[src/rtl/split_bus_arbiter_pkg.sv]
// Shared encodings and state type for the 2-master / 3-slave split-bus arbiter.
package split_bus_arbiter_pkg;

  localparam logic [1:0] GNT_NONE = 2'b00;
  localparam logic [1:0] GNT_M1   = 2'b01;
  localparam logic [1:0] GNT_M2   = 2'b10;

  localparam logic [1:0] SL_NONE  = 2'b00;
  localparam logic [1:0] SL_S1    = 2'b01;
  localparam logic [1:0] SL_S2    = 2'b10;
  localparam logic [1:0] SL_S3    = 2'b11;

  typedef enum logic [1:0] {
    IDLE = 2'd0,
    ADDR = 2'd1,
    DATA = 2'd2
  } arb_state_t;

  // Split request level of the slave addressed by sel; SL_NONE never splits.
  function automatic logic slave_split(input logic [1:0] sel, input logic [2:0] split_en);
    case (sel)
      SL_S1:   return split_en[0];
      SL_S2:   return split_en[1];
      SL_S3:   return split_en[2];
      default: return 1'b0;
    endcase
  endfunction

endpackage

[src/rtl/split_bus_arbiter_if.sv]
// Request/grant/split bundle between the masters, slaves and the arbiter.
interface split_bus_arbiter_if;
  logic       m1_request;
  logic       m2_request;
  logic [1:0] m1_slave_sel;
  logic [1:0] m2_slave_sel;
  logic       trans_done;
  logic       s1_slave_split_en;
  logic       s2_slave_split_en;
  logic       s3_slave_split_en;
  logic       m1_grant;
  logic       m2_grant;
  logic [1:0] bus_grant;
  logic [1:0] slave_sel;
  logic       arbiter_busy;
  logic       bus_busy;
  logic       split_pending;
  logic       timeout_err;

  modport master (
    output m1_request, m2_request, m1_slave_sel, m2_slave_sel, trans_done,
           s1_slave_split_en, s2_slave_split_en, s3_slave_split_en,
    input  m1_grant, m2_grant, bus_grant, slave_sel, arbiter_busy, bus_busy,
           split_pending, timeout_err
  );

  modport slave (
    input  m1_request, m2_request, m1_slave_sel, m2_slave_sel, trans_done,
           s1_slave_split_en, s2_slave_split_en, s3_slave_split_en,
    output m1_grant, m2_grant, bus_grant, slave_sel, arbiter_busy, bus_busy,
           split_pending, timeout_err
  );
endinterface

[src/rtl/split_bus_arbiter_watchdog.sv]
// Data-phase watchdog: down-counter reloaded while cleared, expire on terminal count.
module bus_watchdog #(
  parameter int TIMEOUT_CYCLES = 256,
  parameter int TMR_W          = 9
) (
  input  logic clk,
  input  logic rst,
  input  logic i_clear,
  input  logic i_enable,
  output logic o_expire
);

  localparam logic [TMR_W-1:0] LOAD_VAL = TMR_W'(TIMEOUT_CYCLES - 1);

  logic [TMR_W-1:0] r_count;

  always_ff @(posedge clk or posedge rst) begin
    if (rst) begin
      r_count <= LOAD_VAL;
    end else if (i_clear) begin
      r_count <= LOAD_VAL;
    end else if (i_enable && (r_count != '0)) begin
      r_count <= r_count - TMR_W'(1);
    end
  end

  assign o_expire = i_enable && (r_count == '0);

endmodule

[src/rtl/split_bus_arbiter.sv]
// Bus arbiter/sequencer: round-robin or fixed priority, split parking/resume and
// a data-phase watchdog. Every output is a register.
module split_bus_arbiter
  import split_bus_arbiter_pkg::*;
#(
  parameter int TIMEOUT_CYCLES = 256,
  parameter int TMR_W          = 9,
  parameter bit FIXED_PRIO     = 1'b0
) (
  input logic           sys_clk,
  input logic           sys_rst,
  split_bus_arbiter_if.slave bus
);

  arb_state_t r_state;
  logic       r_rr_last_m2;
  logic       r_owner_m2;
  logic       r_split_pending;
  logic       r_split_m2;
  logic [1:0] r_split_slave;
  logic       r_m1_grant;
  logic       r_m2_grant;
  logic [1:0] r_bus_grant;
  logic [1:0] r_slave_sel;
  logic       r_arbiter_busy;
  logic       r_bus_busy;
  logic       r_timeout_err;

  logic [2:0] w_split_en;
  logic       w_split_released;
  logic       w_m1_elig;
  logic       w_m2_elig;
  logic       w_resume;
  logic       w_pick_valid;
  logic       w_pick_m2;
  logic [1:0] w_pick_sel;
  logic       w_park;
  logic       w_expire;

  assign w_split_en = {bus.s3_slave_split_en, bus.s2_slave_split_en, bus.s1_slave_split_en};
  assign w_split_released = r_split_pending && !slave_split(r_split_slave, w_split_en);

  // A parked master, and anyone aiming at the parked slave, waits for the resume.
  assign w_m1_elig = bus.m1_request && (bus.m1_slave_sel != SL_NONE) &&
                     !(r_split_pending && (!r_split_m2 || (bus.m1_slave_sel == r_split_slave)));
  assign w_m2_elig = bus.m2_request && (bus.m2_slave_sel != SL_NONE) &&
                     !(r_split_pending && (r_split_m2 || (bus.m2_slave_sel == r_split_slave)));
  assign w_resume  = w_split_released &&
                     (r_split_m2 ? (bus.m2_request && (bus.m2_slave_sel != SL_NONE))
                                 : (bus.m1_request && (bus.m1_slave_sel != SL_NONE)));

  always_comb begin
    w_pick_valid = w_resume || w_m1_elig || w_m2_elig;
    w_pick_m2    = 1'b0;
    if (w_resume) begin
      w_pick_m2 = r_split_m2;
    end else if (w_m1_elig && w_m2_elig) begin
      w_pick_m2 = !FIXED_PRIO && !r_rr_last_m2;
    end else begin
      w_pick_m2 = w_m2_elig;
    end
  end

  assign w_pick_sel = w_pick_m2 ? bus.m2_slave_sel : bus.m1_slave_sel;
  assign w_park     = slave_split(r_slave_sel, w_split_en) && !r_split_pending;

  bus_watchdog #(
    .TIMEOUT_CYCLES(TIMEOUT_CYCLES),
    .TMR_W         (TMR_W)
  ) u_watchdog (
    .clk     (sys_clk),
    .rst     (sys_rst),
    .i_clear (r_state != DATA),
    .i_enable(r_state == DATA),
    .o_expire(w_expire)
  );

  always_ff @(posedge sys_clk or posedge sys_rst) begin
    if (sys_rst) begin
      r_state         <= IDLE;
      r_rr_last_m2    <= 1'b1;
      r_owner_m2      <= 1'b0;
      r_split_pending <= 1'b0;
      r_split_m2      <= 1'b0;
      r_split_slave   <= SL_NONE;
      r_m1_grant      <= 1'b0;
      r_m2_grant      <= 1'b0;
      r_bus_grant     <= GNT_NONE;
      r_slave_sel     <= SL_NONE;
      r_arbiter_busy  <= 1'b0;
      r_bus_busy      <= 1'b0;
      r_timeout_err   <= 1'b0;
    end else begin
      r_timeout_err <= 1'b0;
      case (r_state)
        IDLE: begin
          if (w_pick_valid) begin
            r_state        <= ADDR;
            r_owner_m2     <= w_pick_m2;
            r_m1_grant     <= !w_pick_m2;
            r_m2_grant     <= w_pick_m2;
            r_bus_grant    <= w_pick_m2 ? GNT_M2 : GNT_M1;
            r_slave_sel    <= w_pick_sel;
            r_arbiter_busy <= 1'b1;
            if (w_resume) r_split_pending <= 1'b0;
          end
        end
        ADDR: begin
          r_state        <= DATA;
          r_arbiter_busy <= 1'b0;
          r_bus_busy     <= 1'b1;
        end
        DATA: begin
          if (bus.trans_done || w_park || w_expire) begin
            r_state     <= IDLE;
            r_m1_grant  <= 1'b0;
            r_m2_grant  <= 1'b0;
            r_bus_grant <= GNT_NONE;
            r_slave_sel <= SL_NONE;
            r_bus_busy  <= 1'b0;
            // Completion beats a split request, which beats the watchdog.
            if (bus.trans_done) begin
              r_rr_last_m2 <= r_owner_m2;
            end else if (w_park) begin
              r_split_pending <= 1'b1;
              r_split_m2      <= r_owner_m2;
              r_split_slave   <= r_slave_sel;
            end else begin
              r_timeout_err <= 1'b1;
              r_rr_last_m2  <= r_owner_m2;
            end
          end
        end
        default: r_state <= IDLE;
      endcase
    end
  end

  assign bus.m1_grant      = r_m1_grant;
  assign bus.m2_grant      = r_m2_grant;
  assign bus.bus_grant     = r_bus_grant;
  assign bus.slave_sel     = r_slave_sel;
  assign bus.arbiter_busy  = r_arbiter_busy;
  assign bus.bus_busy      = r_bus_busy;
  assign bus.split_pending = r_split_pending;
  assign bus.timeout_err   = r_timeout_err;

endmodule

[src/flat_wrapper.sv]
// flat-port wrapper written by rule: the top's interface ports become plain ports
module split_bus_arbiter_flat import split_bus_arbiter_pkg::*;
#(
  parameter int TIMEOUT_CYCLES = 256,
  parameter int TMR_W          = 9,
  parameter bit FIXED_PRIO     = 1'b0
)
  (sys_clk, sys_rst, bus_m1_request, bus_m2_request, bus_m1_slave_sel, bus_m2_slave_sel, bus_trans_done, bus_s1_slave_split_en, bus_s2_slave_split_en, bus_s3_slave_split_en, bus_m1_grant, bus_m2_grant, bus_bus_grant, bus_slave_sel, bus_arbiter_busy, bus_bus_busy, bus_split_pending, bus_timeout_err);
  split_bus_arbiter_if bus_i ();
  input logic sys_clk;
  input logic sys_rst;
  input wire logic [$bits(bus_i.m1_request)-1:0] bus_m1_request;
  input wire logic [$bits(bus_i.m2_request)-1:0] bus_m2_request;
  input wire logic [$bits(bus_i.m1_slave_sel)-1:0] bus_m1_slave_sel;
  input wire logic [$bits(bus_i.m2_slave_sel)-1:0] bus_m2_slave_sel;
  input wire logic [$bits(bus_i.trans_done)-1:0] bus_trans_done;
  input wire logic [$bits(bus_i.s1_slave_split_en)-1:0] bus_s1_slave_split_en;
  input wire logic [$bits(bus_i.s2_slave_split_en)-1:0] bus_s2_slave_split_en;
  input wire logic [$bits(bus_i.s3_slave_split_en)-1:0] bus_s3_slave_split_en;
  output wire logic [$bits(bus_i.m1_grant)-1:0] bus_m1_grant;
  output wire logic [$bits(bus_i.m2_grant)-1:0] bus_m2_grant;
  output wire logic [$bits(bus_i.bus_grant)-1:0] bus_bus_grant;
  output wire logic [$bits(bus_i.slave_sel)-1:0] bus_slave_sel;
  output wire logic [$bits(bus_i.arbiter_busy)-1:0] bus_arbiter_busy;
  output wire logic [$bits(bus_i.bus_busy)-1:0] bus_bus_busy;
  output wire logic [$bits(bus_i.split_pending)-1:0] bus_split_pending;
  output wire logic [$bits(bus_i.timeout_err)-1:0] bus_timeout_err;
  assign bus_i.m1_request = bus_m1_request;
  assign bus_i.m2_request = bus_m2_request;
  assign bus_i.m1_slave_sel = bus_m1_slave_sel;
  assign bus_i.m2_slave_sel = bus_m2_slave_sel;
  assign bus_i.trans_done = bus_trans_done;
  assign bus_i.s1_slave_split_en = bus_s1_slave_split_en;
  assign bus_i.s2_slave_split_en = bus_s2_slave_split_en;
  assign bus_i.s3_slave_split_en = bus_s3_slave_split_en;
  assign bus_m1_grant = bus_i.m1_grant;
  assign bus_m2_grant = bus_i.m2_grant;
  assign bus_bus_grant = bus_i.bus_grant;
  assign bus_slave_sel = bus_i.slave_sel;
  assign bus_arbiter_busy = bus_i.arbiter_busy;
  assign bus_bus_busy = bus_i.bus_busy;
  assign bus_split_pending = bus_i.split_pending;
  assign bus_timeout_err = bus_i.timeout_err;
  split_bus_arbiter #(.TIMEOUT_CYCLES(TIMEOUT_CYCLES), .TMR_W(TMR_W), .FIXED_PRIO(FIXED_PRIO)) u_core (.sys_clk(sys_clk), .sys_rst(sys_rst), .bus(bus_i));
endmodule
[config.mk]
export PLATFORM = sky130hd
export DESIGN_NAME = split_bus_arbiter_flat
export DESIGN_NICKNAME = d
export VERILOG_FILES = /design/src/rtl/split_bus_arbiter_pkg.sv /design/src/rtl/split_bus_arbiter_if.sv /design/src/rtl/split_bus_arbiter_watchdog.sv /design/src/rtl/split_bus_arbiter.sv /design/src/flat_wrapper.sv
export SDC_FILE = /design/constraint.sdc
export NUM_CORES = 1
export LEC_CHECK = 0
export CAP_MARGIN = 0
export CORE_MARGIN = 2
export CORE_UTILIZATION = 52
export CTS_CLUSTER_SIZE = 10
export DETAILED_ROUTE_END_ITERATION = 10
export PLACE_DENSITY = 0.83
export RECOVER_POWER = 50
export SLEW_MARGIN = 10
export SYNTH_ARGS = -nofsm -noshare
export SYNTH_HDL_FRONTEND = slang
export SYNTH_HIERARCHICAL = 1
export SYNTH_SLANG_ARGS = --single-unit
export TNS_END_PERCENT = 100
[constraint.sdc]
create_clock -name sys_clk -period 2.45 [get_ports sys_clk]
set_input_delay 0.245 -clock sys_clk [delete_from_list [all_inputs] [get_ports sys_clk]]
set_output_delay 0.245 -clock sys_clk [all_outputs]
set_load 0.005 [all_outputs]
==> results.md <==
- Run status: finished, final reports clean
- Grt total ovfl: 0
- Largest net degree at the start of global routing: 16
- Routability Congestion: 0.760
- Clock power share: 13.0%
- H-tree levels: 1
- Comb power frac: 45.4%
- Vias per std cell: 5.94
- Initial DRC Count: 26
- Post-synth EDFFs: 0
- Postcts setup bufs: 0
- Max FO, Critical Path: 8
- Initial Util: 54.9%
- Die height: 55.1 um
- Seq pwr share: 41.6%
- PD cells: 941 nW/um^2
- Placed insts: 184
- # diodes: 0
- Routed WL per cell: 15.3 um
- Dpl cell area: 1610 sq um
- Layout Cells excl Fill: 188
- Peak Freq: 0.461 GHz
- Critical path arrival: 2.41 ns
- Top post-synthesis cells by area: dfrtp_1, dfstp_2, inv_1
- Vias: 1116
- Final setup viols: 0
- Synth Instances: 134
- Worst min-delay path class: in -> async
- CP Launch Type: flip-flop
- Top post-synthesis cells by count: dfrtp_1, inv_1, nand2_1
- Reg2reg start: u_core/u_watchdog/r_count[0]
- Internal power: 972 uW
- Detail Route Antenna Nets: 0
- Reg-to-reg endpoint: u_core/r_rr_last_m2
- Pleak: 0.698 nW
- Final hold violations: 0
- Slew HR: 60.7%
- RSZ-0062 raised after global routing: false
- Layout cell share with drive strength beyond 1: 18.4%
- Endpoint class of the critical path: flip-flop
- Clock tree sinks: 24
- Post-synth top area share: 27.6%
- # rows: 18
- Fin Setup TNS: 0 ns
- Synth unique cells: 51
- All-Layer GR Usage: 21.2%
- Post-cts resize count: 0
- Fin nets: 172
- Sw power: 574 uW
- Req. time, crit path: 2.69 ns
- Worst r2r path cells: 7
- Period utilization: 88.5%
- Post-synthesis sequential area ratio: 45.0%
- Full die area: 3040 sq um
- Post-Syn Area: 1360 sq um
- Overall Power: 1.55 mW
- Post-synth net total: 147
- CTS Buffer Depth: 2
- Drt first pass iters: 4
- Vias in the first global route: 1034
- Reg-to-reg slack, setup: 0.28 ns
- Sw Share: 37.1%
- Number of synthesized register bits: 24
- CORE AREA: 2480 sq um
- YS warnings: 6
- Total Wirelength: 2.87 mm
- Root cell of the clock tree: clkbuf_4
- Clock buffer count from CTS: 3
- Final Cell Area: 1640 sq um
- Area delta synth->final: 20.9%
- I/O pin count: 22
- Tightest Pin Transition: 0.588 ns
- CTS tree: built
- First-pass GRT wire length: 4.61 mm
- Clk pin slew, worst setup/hold paths: 0.12 ns
- PortBufs: 21
- Die W: 55.1 um
- Setup CP Type: reg -> reg
- Post-route minimum period: 2.17 ns
- Final worst slack: 0.282 ns
- Max-cap violation count: 0
- Count leader, synth: dfrtp_1
- Peak VDD IR: 0.647 mV
- Post-route DRC: 0
- Async SR Flop Fraction: 100%
- Clock Latency Late Sink: 0.30 ns
- Synth Flop Type: dfrtp_1
- Post-DP HPWL: 2.24 mm
- Hold_buf cts: 0
- Avg Cell Area, Syn: 10.1 sq um
- Initial antenna violation count: 0
- Pre-CTS WS: 0.281 ns
- Worst Setup SP: u_core/u_watchdog/r_count[0]
- Area leader, netlist: dfrtp_1
- Final Max Slew Viols: 0
- Max Clock Skew: 0.00507 ns
[power groups by stage]
stage	Combinational [mW]	Sequential [mW]	Clock (mW)
after floorplan	0.466	0.624	0
after global routing	0.776	0.661	0.222
after CTS	0.719	0.645	0.213
after global placement	0.691	0.643	0
after detailed placement	0.712	0.648	0
final	0.702	0.643	0.201
[worst max-delay path by stage]
stage          slack [ns]  cells after the start                       to
6_report             0.28                      7      u_core/r_rr_last_m2
5_1_grt              0.20                      7      u_core/bus.bus_busy
2_1_floorplan        0.29                      8      u_core/r_rr_last_m2
3_5_place_dp         0.28                      7  u_core/bus.slave_sel[0]
3_3_place_gp         0.35                      7  u_core/bus.slave_sel[1]
4_1_cts              0.29                      7      u_core/bus.bus_busy
[sequential cells by signal (all words and copies together) (netlist names)]
name / count
u_core/u_watchdog/r_count: 9
u_core/bus.slave_sel: 2
u_core/r_split_slave: 2
u_core/r_state: 2
u_core/bus.arbiter_busy: 1
u_core/bus.bus_busy: 1
u_core/bus.bus_grant: 1
u_core/bus.m2_grant: 1
u_core/bus.split_pending: 1
u_core/bus.timeout_err: 1
u_core/r_owner_m2: 1
u_core/r_rr_last_m2: 1
u_core/r_split_m2: 1
[critical path: stages, from the launching register on]
cell      delay [ns]
dfstp_2         0.56
inv_1           0.06
ha_1            0.30
and4bb_2        0.29
and3_1          0.23
o31ai_2         0.27
a21oi_1         0.07
mux2_1          0.32
[cells in the final DEF (no fill, tap or decap), drive strengths merged, types with 3 or more instances in the layout]
master / n
clkdlybuf4s50: 15
dfrtp: 15
inv: 14
nand2: 10
nor2: 10
dfstp: 9
o21ai: 9
dlygate4sd3: 6
a21oi: 6
mux2i: 5
nand3: 5
mux2: 5
clkbuf: 4
buf: 3
a211o: 3
[per-stage QoR]
stage               hold WS, ns  utilization [%]
global route              0.386             66.4
CTS                       0.232             66.4
global placement          0.468             64.9
finish                    0.373             66.4
floorplan                0.0672                -
detailed placement        0.474             64.9
[per-layer routing]
layer | vias to the layer above | part of all wire (%) | track usage (%)
met1 | 532 | 44 | 26.6
met5 | - | 0 | 0
met3 | 4 | 4.7 | 4.03
met2 | 45 | 51 | 38.9
met4 | 0 | 0.35 | 2.03
li1 | 535 | - | -
[cell families (layout without fill, tap and decap cells)]
logic type / Yosys count / after routing / synth area share [%]
compound gates: 39 / 39 / 23.6
xor+xnor: 4 / 4 / 2.58
fa+ha+maj: 1 / 1 / 0.920
buf+inv: 18 / 42 / 5.52
flops: 24 / 24 / 45.0
mux: 10 / 10 / 7.82
simple gates: 38 / 38 / 14.6
[area by class of cell]
cell class,count,area (sq um)
sequential,24,612
tap,30,37.5
multi-input combinational,92,673
timing repair buffer,24,233
fill,207,833
clock buffer,4,36.3
inverter,14,52.6
No activity file was read; power rests on OpenSTA's default activity.
